$ cat config.mk
export PLATFORM = sky130hd
export DESIGN_NAME = control_sequencer
export DESIGN_NICKNAME = d
export VERILOG_FILES = /design/src/rtl/minisrc_pkg.sv /design/src/rtl/opcode_decoder.sv /design/src/rtl/control_sequencer.sv
export SDC_FILE = /design/constraint.sdc
export NUM_CORES = 1
export LEC_CHECK = 0
export ABC_AREA = 1
export CAP_MARGIN = 15
export CORE_UTILIZATION = 35
export CTS_CLUSTER_DIAMETER = 150
export DETAILED_ROUTE_END_ITERATION = 7
export PLACE_DENSITY = 0.86
export RECOVER_POWER = 100
export SYNTH_ARGS = -nofsm -noshare
export SYNTH_HDL_FRONTEND = slang
export SYNTH_SLANG_ARGS = --single-unit
$ cat constraint.sdc
create_clock -name clk -period 3.4 [get_ports clk]
set_clock_uncertainty 0.05 [all_clocks]
set_input_delay 0.68 -clock clk [delete_from_list [all_inputs] [get_ports clk]]
set_output_delay 0.68 -clock clk [all_outputs]
set_load 0.005 [all_outputs]
$ cat src/rtl/minisrc_pkg.sv
// Shared opcode constants, sequencer state encoding and instruction classes
// for the control sequencer.
package minisrc_pkg;

    typedef enum logic [3:0] {
        ST_RESET = 4'd0,
        ST_T0    = 4'd1,
        ST_T1    = 4'd2,
        ST_T2    = 4'd3,
        ST_T3    = 4'd4,
        ST_T4    = 4'd5,
        ST_T5    = 4'd6,
        ST_T6    = 4'd7,
        ST_HALT  = 4'd8
    } state_t;

    typedef enum logic [3:0] {
        CLS_NOP    = 4'd0,
        CLS_ALU3   = 4'd1,
        CLS_MULDIV = 4'd2,
        CLS_UNARY  = 4'd3,
        CLS_MFHI   = 4'd4,
        CLS_MFLO   = 4'd5,
        CLS_IN     = 4'd6,
        CLS_OUT    = 4'd7,
        CLS_HALT   = 4'd8
    } op_class_t;

    localparam logic [4:0] OP_ADD  = 5'b00011;
    localparam logic [4:0] OP_SHL  = 5'b01011;
    localparam logic [4:0] OP_DIV  = 5'b01111;
    localparam logic [4:0] OP_MUL  = 5'b10000;
    localparam logic [4:0] OP_NEG  = 5'b10001;
    localparam logic [4:0] OP_NOT  = 5'b10010;
    localparam logic [4:0] OP_IN   = 5'b10110;
    localparam logic [4:0] OP_OUT  = 5'b10111;
    localparam logic [4:0] OP_MFHI = 5'b11000;
    localparam logic [4:0] OP_MFLO = 5'b11001;
    localparam logic [4:0] OP_NOP  = 5'b11010;
    localparam logic [4:0] OP_HALT = 5'b11011;

    // Final step of each instruction class; that is where Stop is honoured.
    function automatic state_t last_step(input op_class_t cls);
        case (cls)
            CLS_ALU3:   return ST_T5;
            CLS_MULDIV: return ST_T6;
            CLS_UNARY:  return ST_T4;
            CLS_MFHI,
            CLS_MFLO,
            CLS_IN,
            CLS_OUT:    return ST_T3;
            default:    return ST_T2;
        endcase
    endfunction

endpackage

$ cat src/rtl/opcode_decoder.sv
// Combinational map from a 5-bit opcode to its execution class.
module opcode_decoder
    import minisrc_pkg::*;
(
    input  logic [4:0] opcode,
    output logic [3:0] op_class
);

    always_comb begin
        op_class = CLS_NOP;
        if (opcode >= OP_ADD && opcode <= OP_SHL) begin
            op_class = CLS_ALU3;
        end else begin
            case (opcode)
                OP_DIV, OP_MUL: op_class = CLS_MULDIV;
                OP_NEG, OP_NOT: op_class = CLS_UNARY;
                OP_MFHI:        op_class = CLS_MFHI;
                OP_MFLO:        op_class = CLS_MFLO;
                OP_IN:          op_class = CLS_IN;
                OP_OUT:         op_class = CLS_OUT;
                OP_HALT:        op_class = CLS_HALT;
                default:        op_class = CLS_NOP;
            endcase
        end
    end

endmodule

$ cat src/rtl/control_sequencer.sv
// Instruction sequencer: steps RESET/T0..T6/HALT and decodes datapath control
// strobes from the current step and the opcode held in IR_Data.
module control_sequencer
    import minisrc_pkg::*;
(
    input  logic        clk,
    input  logic        clr,
    input  logic [31:0] IR_Data,
    input  logic        Stop,
    output logic        Run,
    output logic        PC_in,
    output logic        IR_in,
    output logic        Y_in,
    output logic        Z_in,
    output logic        HI_in,
    output logic        LO_in,
    output logic        MAR_in,
    output logic        MDR_in,
    output logic        OutPort_in,
    output logic        IncPC,
    output logic        PC_out,
    output logic        Zhigh_out,
    output logic        Zlow_out,
    output logic        HI_out,
    output logic        LO_out,
    output logic        MDR_out,
    output logic        InPort_out,
    output logic        Read,
    output logic        Gra,
    output logic        Grb,
    output logic        Grc,
    output logic        Rin,
    output logic        Rout,
    output logic [4:0]  alu_instruction_bits
);

    state_t     state_reg;
    logic [4:0] opcode;
    logic [3:0] class_bits;
    op_class_t  op_class;
    logic       unused_ir;

    assign opcode    = IR_Data[31:27];
    assign op_class  = op_class_t'(class_bits);
    assign unused_ir = ^IR_Data[26:0];

    opcode_decoder u_decoder (
        .opcode   (opcode),
        .op_class (class_bits)
    );

    always_ff @(posedge clk) begin
        if (clr) begin
            state_reg <= ST_RESET;
        end else begin
            case (state_reg)
                ST_RESET: state_reg <= ST_T0;
                ST_HALT:  state_reg <= ST_HALT;
                default: begin
                    // >= also recovers if IR changed under a longer instruction
                    if (state_reg >= last_step(op_class)) begin
                        state_reg <= (op_class == CLS_HALT || Stop) ? ST_HALT : ST_T0;
                    end else begin
                        state_reg <= state_t'(state_reg + 4'd1);
                    end
                end
            endcase
        end
    end

    always_comb begin
        Run = 1'b0;  PC_in = 1'b0;  IR_in = 1'b0;  Y_in = 1'b0;  Z_in = 1'b0;
        HI_in = 1'b0;  LO_in = 1'b0;  MAR_in = 1'b0;  MDR_in = 1'b0;
        OutPort_in = 1'b0;  IncPC = 1'b0;  PC_out = 1'b0;  Zhigh_out = 1'b0;
        Zlow_out = 1'b0;  HI_out = 1'b0;  LO_out = 1'b0;  MDR_out = 1'b0;
        InPort_out = 1'b0;  Read = 1'b0;  Gra = 1'b0;  Grb = 1'b0;  Grc = 1'b0;
        Rin = 1'b0;  Rout = 1'b0;  alu_instruction_bits = 5'd0;
        Run = (state_reg != ST_RESET) && (state_reg != ST_HALT);
        case (state_reg)
            ST_T0: begin PC_out = 1'b1; MAR_in = 1'b1; IncPC = 1'b1; Z_in = 1'b1; end
            ST_T1: begin Zlow_out = 1'b1; PC_in = 1'b1; Read = 1'b1; MDR_in = 1'b1; end
            ST_T2: begin MDR_out = 1'b1; IR_in = 1'b1; end
            ST_T3: begin
                case (op_class)
                    CLS_ALU3:   begin Grb = 1'b1; Rout = 1'b1; Y_in = 1'b1; end
                    CLS_MULDIV: begin Gra = 1'b1; Rout = 1'b1; Y_in = 1'b1; end
                    CLS_UNARY:  begin Grb = 1'b1; Rout = 1'b1; Z_in = 1'b1; alu_instruction_bits = opcode; end
                    CLS_MFHI:   begin Gra = 1'b1; Rin = 1'b1; HI_out = 1'b1; end
                    CLS_MFLO:   begin Gra = 1'b1; Rin = 1'b1; LO_out = 1'b1; end
                    CLS_IN:     begin Gra = 1'b1; Rin = 1'b1; InPort_out = 1'b1; end
                    CLS_OUT:    begin Gra = 1'b1; Rout = 1'b1; OutPort_in = 1'b1; end
                    default:    ;
                endcase
            end
            ST_T4: begin
                case (op_class)
                    CLS_ALU3:   begin Grc = 1'b1; Rout = 1'b1; Z_in = 1'b1; alu_instruction_bits = opcode; end
                    CLS_MULDIV: begin Grb = 1'b1; Rout = 1'b1; Z_in = 1'b1; alu_instruction_bits = opcode; end
                    CLS_UNARY:  begin Zlow_out = 1'b1; Gra = 1'b1; Rin = 1'b1; end
                    default:    ;
                endcase
            end
            ST_T5: begin
                case (op_class)
                    CLS_ALU3:   begin Zlow_out = 1'b1; Gra = 1'b1; Rin = 1'b1; end
                    CLS_MULDIV: begin Zlow_out = 1'b1; LO_in = 1'b1; end
                    default:    ;
                endcase
            end
            ST_T6: begin
                if (op_class == CLS_MULDIV) begin
                    Zhigh_out = 1'b1;
                    HI_in     = 1'b1;
                end
            end
            default: ;
        endcase
    end

endmodule

Yosys cells after proc, flatten, opt, wreduce, memory -nomap -nowiden. Memories as Yosys holds them, arrays and structs flattened. Index checks and enable logic that the tools add are counted.

Muxes and demuxes: 39. Reductions and logical operators: 12. Equality and inequality tests: 17. Add/sub/neg operators: 1. Magnitude comparators: 3.

Operators with widths (number): 4-bit by 3-bit equality test with 1-bit output, second input constant (8); 1-bit 2-to-1 mux (23); 4-bit 2-to-1 mux (5); 4-bit by 2-bit equality test with 1-bit output, second input constant (4); 1-bit case mux with 3 select lines (4); 3-bit case mux with 4 select lines (1); 5-bit 2-to-1 mux (2); 5-bit case mux with 2 select lines (1); 4-bit by 1-bit equality test with 1-bit output, second input constant (2); 4-bit equality test, second input constant (2); 4-bit case mux with 2 select lines (1); 4-bit OR reduction (2); 2-bit OR reduction (3); 5-bit by 2-bit greater-or-equal comparator with 1-bit output, second input constant (1); 5-bit by 4-bit less-or-equal comparator with 1-bit output, second input constant (1); 5-bit OR reduction (1); 4-bit by 1-bit adder with 4-bit output, second input constant (1); 4-bit greater-or-equal comparator (1); 4-bit logical NOT (1); 4-bit inequality test, second input constant (1); 1-bit case mux with 2 select lines (2); 4-bit nonzero test (1); 3-bit OR reduction (1); 1-bit logical AND (2); 1-bit logical OR (1).

Flip-flop bits (word level): 4. Input bits: 35. Output and inout bits: 29. Logic and storage cells: 74. Memories kept: 1. Bits in read-only memories: 128.

Memories: (no name shown) (words 32, bits a word 4, rd ports 1, clocked after Yosys merged registers in 0, write ports 0, RTL line opcode_decoder.sv:14) `case (opcode)`.

Logic depth before layout (Yosys ltp). Gate-level depths: netlist of the first run.

Depth after elaboration: 11. Gate-level depth with buffers: 26. Depth with buffers taken out: 26.

By module. From an unflattened synthesis of the first run, not the netlist that was laid out.

Cell total of the unflattened synthesis: 151. Area total of the unflattened synthesis: 912.1 µm².

Modules (own cells, without submodules): control_sequencer (area each 777.0 µm², seq. area each 80.1 µm², times used 1, cells each 123); opcode_decoder (area each 135.1 µm², seq. area each 0.0 µm², times used 1, cells each 28).

Worst setup path before layout of the first run. No wires, ideal clock.

Path kind: input to register. Start point: input IR_Data[28]. End point: register state_reg[0]. Path slack: 614 ps. Cell stages on the path: 25. Arrival: 2619 ps. Library setup time: 116 ps. Data required time: 3234 ps. Buffers on the path: 0. Cells stage by stage: inv_1 > ha_1 > inv_1 > nand2_1 > nand3_1 > nand3_2 > inv_1 > nand2_2 > nor2_4 > inv_2 > nand2_2 > nor2_2 > inv_2 > nand3_1 > ha_1 > o21ai_0 > nand2_1 > nand2_1 > nand2_1 > nand2_1 > inv_1 > nand2_1 > nand2_1 > nand2_1 > a21oi_1.

Longest elaborated chain between the ends: 11. Elaborated cells on any way between the ends: 22. Those cells by class: order compare (3); eq/ne (8); mux (7); reduce/logical (3); memory (1).

RTL lines: from (decl) (RTL line control_sequencer.sv:8) `input logic [31:0] IR_Data,`; branches (longest 2 deep; another with memory 32 x 4 bit); 4-bit 2-to-1 mux (*) (RTL line opcode_decoder.sv:11) `if (opcode >= OP_ADD && opcode <= OP_SHL) begin`; 4-bit by 3-bit equality test with 1-bit output (RTL line minisrc_pkg.sv:44) `case (cls)`; 4-bit OR reduction (RTL line minisrc_pkg.sv:44); 3-bit case mux with 4 select lines (RTL line minisrc_pkg.sv:44); 4-bit 2-to-1 mux (RTL line control_sequencer.sv:56) `case (state_reg)`; 4-bit 2-to-1 mux (RTL line control_sequencer.sv:53) `if (clr) begin`; 4-bit greater-or-equal comparator (RTL line control_sequencer.sv:61) `if (state_reg >= last_step(op_class)) begin`; 4-bit 2-to-1 mux (*) (RTL line control_sequencer.sv:61); 4-bit case mux with 2 select lines (*) (RTL line control_sequencer.sv:56); to (signal assigned) (RTL line control_sequencer.sv:62) `state_reg <= (op_class == CLS_HALT || Stop) ? ST_HALT : ST_T0;`; to (signal assigned) (RTL line control_sequencer.sv:64) `state_reg <= state_t'(state_reg + 4'd1);`; to (decl) (RTL line control_sequencer.sv:37) `state_t state_reg;`.

Every way passes the cells marked *. The select of a mux whose other input is x is not followed. A chain may end at the register's enable or synchronous reset.

Final worst setup path of the first run.
Start point: input IR_Data[28]. End point: output InPort_out.

Longest elaborated chain between the ends: 6. Elaborated cells on any way between the ends: 8. Those cells by class: order compare (2); eq/ne (1); mux (3); reduce/logical (1); memory (1).

RTL lines: branches (longest 2 deep; another with memory 32 x 4 bit); 4-bit 2-to-1 mux (*) (RTL line opcode_decoder.sv:11); 4-bit by 3-bit equality test with 1-bit output (*) (RTL line control_sequencer.sv:84) `case (op_class)`; 1-bit 2-to-1 mux (*) (RTL line control_sequencer.sv:84); 1-bit 2-to-1 mux (*) (RTL line control_sequencer.sv:79) `case (state_reg)`; to (decl) (RTL line control_sequencer.sv:27) `output logic InPort_out,`.

Every way passes the cells marked *.

==> metrics.csv, run 1 <==
stage;metric;value;unit
outcome;status;finished clean;
worst_setup_path;crit path to;InPort_out;
placement;PortBufs;36;
cts;Worst-Skew Late Latency;230;ps
floorplanning;Die H;53.4;µm
logic_synthesis;Synth Flop Type;dfxtp_1;
logic_synthesis;flops & latches, synth;4;
worst_setup_path;CP required;2670;ps
floorplanning;core area;2480;µm²
cts;clock slew at reported path FFs;40;ps
worst_setup_path;startpoint type of the worst setup path;input port;
logic_synthesis;async set-reset flop share out of synthesis;0;%
floorplanning;I/O pin cnt;64;
cts;H-tree lvl count;1;
logic_synthesis;Post-Syn Nets;201;
logic_synthesis;compound-gate portion of the synthesized area;5.69;%
logic_synthesis;cell area after synthesis;923;µm²
logic_synthesis;Post-Synthesis Cells;156;
global_routing;first-pass GRT wire length;3810;µm
worst_setup_path;critical path class;input port to output pin;
placement;HPWL Detailed;1970;µm
logic_synthesis;post-synthesis mux area share;0;%
cts;total number of clock tree sinks;4;
sta;final setup fails;0;
global_routing;GRT busiest layer;met2;
final_layout;Finished Core Util;60.2;%
power_and_ir_drop;Lkg Pwr;0.000942;µW
worst_setup_path;arrival time at the worst endpoint;2560;ps
sta;Setup TNS;0;ps
drt;via count;1085;
logic_synthesis;top post-synthesis cells by count;nand2_1, inv_1, nor2_1, ha_1, inv_2;
drt;vias per cell;4.58;
logic_synthesis;Synth area leader;nand2_1;
sta;Final period util;96.9;%
global_routing;grt total ovfl;0;
global_routing;met1 global-route usage;23.2;%
drt;First-pass DRT Iterations;4;
flow_run;Max-cap violations;0;
worst_setup_path;Max Fanout on Critical Path;4;
final_layout;Layout area overhead;61.5;%
sta;crit path time final;3290;ps
final_layout;number of flip-flops in the largest register;4;
cts;TritonCTS buffer count;3;
floorplanning;Initial Utilization;37.3;%
global_routing;All-Layer GR Usage;17.8;%
cts;CTS root buffer;clkbuf_4;
drt;DRT antenna net count;0;
drt;Initial DRC Count;14;
final_layout;fillers;235;
floorplanning;die area;2850;µm²
final_layout;fin area;1490;µm²
sta;RSZ-0062 raised after global routing;yes;
sta;final hold viol count;0;
drt;DRC viols;0;
worst_setup_path;reg2reg path depth;12;
logic_synthesis;count leader, synth;nand2_1;
floorplanning;die width;53.4;µm
final_layout;Nets;254;
placement;final RePlAce weighted congestion;0.875;
global_routing;met2 usage;30.0;%
cts;Bufs on Longest Clock Path;2;
power_and_ir_drop;Total Power;469;µW
logic_synthesis;Synth Area in XOR/XNOR;0.949;%
worst_setup_path;Setup crit end kind;output pin;
sta;final max-slew violation count;0;
worst_setup_path;worst r2r dst;state_reg[0]$_SDFF_PP0_;
power_and_ir_drop;Peak VDD IR;0.295;mV
final_layout;share of cells above drive strength 1;28.0;%
drt;drt wl/cell;9.89;µm
floorplanning;Row Count;18;
worst_setup_path;Critical Path Source;IR_Data[28];
power_and_ir_drop;P per Cell Area;315;nW/µm²
global_routing;largest net degree at the start of global routing;9;
logic_synthesis;Simple-Gate Fraction of Synth Area;51.8;%
global_routing;vias in the first global route;929;
placement;DP Area;1400;µm²
global_routing;initial antenna violation count;0;
logic_synthesis;number of synthesized flops with an enable pin;0;
sta;max frequency;304;MHz
logic_synthesis;post-synth top area share;15.9;%
cts;TritonCTS clock tree;done;
drt;final wirelength;2350;µm
cts;CTS Hold Buffers Added;0;
sta;hold_ws;557;ps
logic_synthesis;Syn. warnings;0;
global_routing;GR Layer Usage met3;4.02;%
logic_synthesis;largest family of logic cells by synthesized area;simple AND/OR/NAND/NOR gates;
worst_setup_path;r2r setup slk;1760;ps
logic_synthesis;Avg Cell Area, Syn;5.92;µm²
worst_setup_path;worst r2r src;state_reg[0]$_SDFF_PP0_;
logic_synthesis;post-synthesis sequential area ratio;8.67;%
logic_synthesis;Synth Area in Adders;13.6;%
worst_hold_path;Worst Hold Class;register to register;
sta;max_slew headroom;72.7;%
logic_synthesis;Yosys cell types;28;
final_layout;antenna cell count;0;
sta;Tightest Pin Transition;408;ps
logic_synthesis;Area contributors post-synth;nand2_1, ha_1, inv_1, dfxtp_1, nor2_1;
worst max-delay path, cell delays in order:
cell	delay, ps
clkdlybuf4s15_1	220
inv_1	70
ha_1	270
inv_1	40
nand2_1	70
nand3_2	80
nand3_4	110
nand2_4	70
buf_4	130
buf_4	130
nor3_1	160
clkdlybuf4s50_1	530
routing by layer:
layer	part of all wire [%]	up-vias
met5	0	-
met2	50	30
met4	0.64	0
met1	45	478
li1	-	575
met3	4.1	2
cells in the final DEF, fill, tap and decap left out, types with 2 or more instances in the layout:
cell / netlist / routed
a21oi_1: 4 / 2
a21oi_2: 0 / 2
buf_4: 6 / 18
clkbuf_4: 0 / 3
clkdlybuf4s50_1: 0 / 12
dfxtp_1: 4 / 4
dlygate4sd2_1: 0 / 5
dlygate4sd3_1: 0 / 9
dlymetal6s2s_1: 0 / 9
ha_1: 10 / 9
inv_1: 25 / 24
inv_2: 9 / 10
nand2_1: 39 / 38
nand2_2: 6 / 6
nand2_4: 1 / 2
nand3_1: 6 / 5
nand3_4: 0 / 2
nand4_1: 2 / 2
nor2_1: 17 / 17
nor2_2: 2 / 2
nor2_4: 2 / 2
nor3_1: 4 / 4
nor3_2: 3 / 3
o21ai_0: 3 / 3
final cells by class:
| type | instances | area (µm²) | area share, % |
|---|---|---|---|
| Clock buffer | 3 | 22.5 | 1.51 |
| Timing Repair Buffer | 54 | 512 | 34.3 |
| Inverter | 35 | 134 | 8.98 |
| Multi-Input combinational cell | 111 | 706 | 47.3 |
| Sequential cell | 4 | 80.1 | 5.37 |
| Tap cell | 30 | 37.5 | 2.52 |
kinds of logic (layout without fill, tap and decap cells):
group / count (synthesis) / count (layout)
AOI/OAI and AO/OA: 10 / 10
xor gates and xnor gates: 1 / 1
adders and majority gates: 10 / 10
buffers and inverters: 41 / 92
DFF: 4 / 4
and+or+nand+nor: 90 / 90
power breakdown:
group          leakage (µW)  switching [µW]  internal (µW)
Combinational      0.000895             171            161
Sequential        0.0000328            15.9           62.0
Clock             0.0000138            19.6           39.5
Total              0.000942             207            263
worst min path at each step:
stage	to	cells after the start	start
CTS	state_reg[0]$_SDFF_PP0_	3	state_reg[3]$_SDFF_PP0_
global placement	state_reg[0]$_SDFF_PP0_	3	state_reg[3]$_SDFF_PP0_
global route	state_reg[0]$_SDFF_PP0_	3	state_reg[3]$_SDFF_PP0_
detailed placement	state_reg[0]$_SDFF_PP0_	3	state_reg[3]$_SDFF_PP0_
floorplan	state_reg[0]$_SDFF_PP0_	3	state_reg[3]$_SDFF_PP0_
finish	state_reg[0]$_SDFF_PP0_	3	state_reg[3]$_SDFF_PP0_
metrics by stage:
stage	setup slack [ps]	cells
after floorplan	614	156
after global placement	-301	233
after detailed placement	-347	233
after CTS	4.67	236
after global routing	-39.1	237
final	105	237
what timing repair did:
action                                  4_1_cts  5_1_grt
pin swaps                                     4        3
buffers inserted                              0        1
endpoints found under the setup margin       20       11
gates cloned                                  0        0
resized for setup                            11       15
(Power assumes the default switching activity.)
==> run 2, diff against run 1 <==
--- a/config.mk
+++ b/config.mk
@@ -5,13 +5,14 @@
 export SDC_FILE = /design/constraint.sdc
 export NUM_CORES = 1
 export LEC_CHECK = 0
-export ABC_AREA = 1
+export ABC_AREA = 0
 export CAP_MARGIN = 15
 export CORE_UTILIZATION = 35
 export CTS_CLUSTER_DIAMETER = 150
 export DETAILED_ROUTE_END_ITERATION = 7
-export PLACE_DENSITY = 0.86
+export PLACE_DENSITY = 0.87
 export RECOVER_POWER = 100
+export SLEW_MARGIN = 5
 export SYNTH_ARGS = -nofsm -noshare
 export SYNTH_HDL_FRONTEND = slang
 export SYNTH_SLANG_ARGS = --single-unit
==> metrics.csv, run 2 <==
stage;metric;value;unit;change
floorplanning;Row Count;18;;unchanged
final_layout;antenna cell count;0;;unchanged
placement;final RePlAce weighted congestion;0.892;;was 0.875
worst_setup_path;worst r2r dst;state_reg[3]$_SDFF_PP0_;;was state_reg[0]$_SDFF_PP0_
logic_synthesis;compound-gate portion of the synthesized area;24.9;%;was 5.69%
worst_setup_path;r2r setup slk;1240;ps;was 1760 ps
sta;final max-slew violation count;0;;unchanged
worst_setup_path;critical path class;input port to register;;was input port to output pin
logic_synthesis;number of synthesized flops with an enable pin;0;;unchanged
sta;Final period util;100;%;was 96.9%
sta;max frequency;294;MHz;was 304 MHz
logic_synthesis;Synth Area in Adders;13.8;%;was 13.6%
logic_synthesis;post-synth top area share;13.8;%;was 15.9%
sta;final worst slack;-1.56;ps;was 105 ps
global_routing;largest net degree at the start of global routing;10;;was 9
drt;final wirelength;2930;µm;was 2350 µm
final_layout;commonest cells after routing, fill and taps aside;buf_4, dlygate4sd2_1, clkdlybuf4s50_1, nor2_1, nand2_1;;was nand2_1, inv_1, buf_4, nor2_1, clkdlybuf4s50_1
power_and_ir_drop;P per Cell Area;340;nW/µm²;was 315 nW/µm²
logic_synthesis;Yosys cell types;42;;was 28
sta;final setup fails;1;;was 0
drt;via count;1111;;was 1,085
worst_setup_path;Max Fanout on Critical Path;5;;was 4
final_layout;share of cells above drive strength 1;35.9;%;was 28.0%
worst_setup_path;Critical Path Source;IR_Data[27];;was IR_Data[28]
logic_synthesis;Simple-Gate Fraction of Synth Area;35.5;%;was 51.8%
final_layout;fin cells;214;;was 237
logic_synthesis;Syn. warnings;0;;unchanged
drt;drt wl/cell;13.7;µm;was 9.89 µm
floorplanning;die area;2810;µm²;was 2850 µm²
floorplanning;I/O pin cnt;64;;unchanged
logic_synthesis;cell area after synthesis;910;µm²;was 923 µm²
cts;Bufs on Longest Clock Path;2;;unchanged
sta;RSZ-0062 raised after global routing;yes;;unchanged
sta;crit path time final;3400;ps;was 3290 ps
power_and_ir_drop;Peak VDD IR;0.305;mV;was 0.295 mV
cts;clock slew at reported path FFs;40;ps;about the same
drt;vias per cell;5.19;;was 4.58
logic_synthesis;Synth Flop Type;dfxtp_1;;unchanged
global_routing;All-Layer GR Usage;21.4;%;was 17.8%
drt;DRT antenna net count;0;;unchanged
floorplanning;Initial Utilization;36.7;%;was 37.3%
placement;HPWL Detailed;2120;µm;was 1970 µm
global_routing;grt total ovfl;0;;unchanged
floorplanning;Die H;53.0;µm;was 53.4 µm
floorplanning;core area;2480;µm²;unchanged
worst_setup_path;reg2reg path depth;8;;was 12
drt;DRC viols;0;;unchanged
cts;TritonCTS buffer count;3;;unchanged
final_layout;Nets;231;;was 254
logic_synthesis;largest family of logic cells by synthesized area;simple AND/OR/NAND/NOR gates;;unchanged
logic_synthesis;flops & latches, synth;4;;unchanged
final_layout;most common cell after layout, fill and taps aside;buf_4;;was nand2_1
worst_setup_path;worst r2r src;state_reg[0]$_SDFF_PP0_;;unchanged
drt;First-pass DRT Iterations;4;;unchanged
logic_synthesis;Synth Area in XOR/XNOR;3.71;%;was 0.949%
cts;TritonCTS clock tree;done;;unchanged
logic_synthesis;post-synthesis sequential area ratio;8.80;%;was 8.67%
global_routing;first-pass GRT wire length;4420;µm;was 3810 µm
placement;placed insts;202;;was 233
cts;H-tree lvl count;1;;unchanged
worst_setup_path;startpoint type of the worst setup path;input port;;unchanged
worst_setup_path;crit path to;state_reg[3]$_SDFF_PP0_;;was InPort_out
placement;worst slack after detailed placement;-849;ps;was -347 ps
drt;Initial DRC Count;27;;was 14
sta;max_slew headroom;71.4;%;was 72.7%
logic_synthesis;post-synthesis mux area share;0;%;unchanged
logic_synthesis;async set-reset flop share out of synthesis;0;%;unchanged
sta;final hold viol count;0;;unchanged
worst_setup_path;CP required;3490;ps;was 2670 ps
cts;total number of clock tree sinks;4;;unchanged
logic_synthesis;Post-Syn Nets;166;;was 201
final_layout;number of flip-flops in the largest register;4;;unchanged
logic_synthesis;top post-synthesis cells by count;nand2_1, nor2_1, ha_1, inv_1, and2_1;;was nand2_1, inv_1, nor2_1, ha_1, inv_2
logic_synthesis;Area contributors post-synth;ha_1, dfxtp_1, and2_1, buf_4, nand2_1;;was nand2_1, ha_1, inv_1, dfxtp_1, nor2_1
final_layout;fillers;204;;was 235
worst_setup_path;Setup crit end kind;register;;was output pin
global_routing;initial antenna violation count;0;;unchanged
worst_hold_path;Worst Hold Class;register to register;;unchanged
logic_synthesis;Avg Cell Area, Syn;7.52;µm²;was 5.92 µm²
cts;Worst-Skew Late Latency;230;ps;about the same
worst_setup_path;arrival time at the worst endpoint;3500;ps;was 2560 ps
cts;CTS root buffer;clkbuf_4;;unchanged
placement;PortBufs;36;;unchanged
sta;Tightest Pin Transition;424;ps;was 408 ps
logic_synthesis;Post-Synthesis Cells;121;;was 156
logic_synthesis;Synth area leader;ha_1;;was nand2_1
global_routing;vias in the first global route;1075;;was 929
outcome;status;finished, violations left;;was finished clean
worst_hold_path;HP Start;state_reg[2]$_SDFF_PP0_;;was state_reg[3]$_SDFF_PP0_
outcome;failing checks;setup timing;;
final_layout;Layout area overhead;77.2;%;was 61.5%
power_and_ir_drop;Lkg Pwr;0.000818;µW;was 0.000942 µW
floorplanning;die width;53.0;µm;was 53.4 µm
flow_run;Max-cap violations;0;;unchanged
run 2: layout make-up:
type / instances / area [µm²] / share of cell area [%]
multi-input combinational: 97 / 803 / 49.8
timing repair buffer: 71 / 632 / 39.2
sequential: 4 / 80.1 / 4.97
tap: 30 / 37.5 / 2.33
inverter: 9 / 36.3 / 2.25
clock buffer: 3 / 22.5 / 1.40
run 2: worst min-delay path by stage:
| stage | slack (ps) | to | depth (start not counted) |
|---|---|---|---|
| after detailed placement | 620 | state_reg[2]$_SDFF_PP0_ | 2 |
| after global placement | 620 | state_reg[0]$_SDFF_PP0_ | 3 |
| after CTS | 640 | state_reg[2]$_SDFF_PP0_ | 2 |
| after global routing | 720 | state_reg[2]$_SDFF_PP0_ | 2 |
| final | 630 | state_reg[2]$_SDFF_PP0_ | 2 |
| after floorplan | 540 | state_reg[0]$_SDFF_PP0_ | 3 |
run 2: what timing repair did:
item / CTS / global route
gates cloned: 1 / 0
gates resized for setup: 47 / 24
setup endpoints to repair: 24 / 16
pin swaps: 12 / 9
buffers inserted: 7 / 1
hold buffers: 0 / 0
run 2: metal layers:
metal | part of all wire, % | up-vias | track usage (%)
met2 | 56 | 35 | 42.2
li1 | - | 546 | -
met5 | 0 | - | 0
met3 | 4.3 | 4 | 2.59
met4 | 0.78 | 0 | 11.0
met1 | 39 | 526 | 21.3
run 2: worst max-delay path, cell delays in order:
cell and delay [ps]:
buf_12 120, buf_4 130, ha_1 200, or4b_4 500
nand3_4 110, buf_4 140, or2_4 110, a21o_1 100
ha_1 220, nand2b_4 140, a21o_1 140, a211o_1 300
and2_4 140, or2_1 230, a221oi_2 240
run 2: report_power, final:
part | internal (µW) | leakage (µW) | switching (µW) | total (µW)
sequential | 62.3 | 0.0000328 | 21.2 | 83.4
clock | 39.4 | 0.0000138 | 18.5 | 57.9
combinational | 225 | 0.000771 | 182 | 407
total | 327 | 0.000818 | 222 | 549
run 2: cells by family after synthesis:
| logic type | count (synthesis) |
|---|---|
| and+or+nand+nor | 56 |
| adders and majority gates | 10 |
| AOI/OAI and AO/OA | 28 |
| buffers and inverters | 20 |
| xor gates and xnor gates | 3 |
| DFF | 4 |
run 2: stage by stage:
| step | power [µW] | util (%) | hold WS (ps) | instance area [µm²] | TNS [ps] |
|---|---|---|---|---|---|
| after floorplan | 289 | - | 543 | 943 | -411 |
| after global placement | 423 | 58.1 | 621 | 1440 | -14810 |
| after detailed placement | 441 | 58.1 | 624 | 1440 | -16820 |
| after CTS | 518 | 63.5 | 638 | 1570 | -4.02 |
| after global routing | 593 | 65.1 | 716 | 1610 | -249 |
| final | 549 | 65.1 | 630 | 1610 | -1.56 |
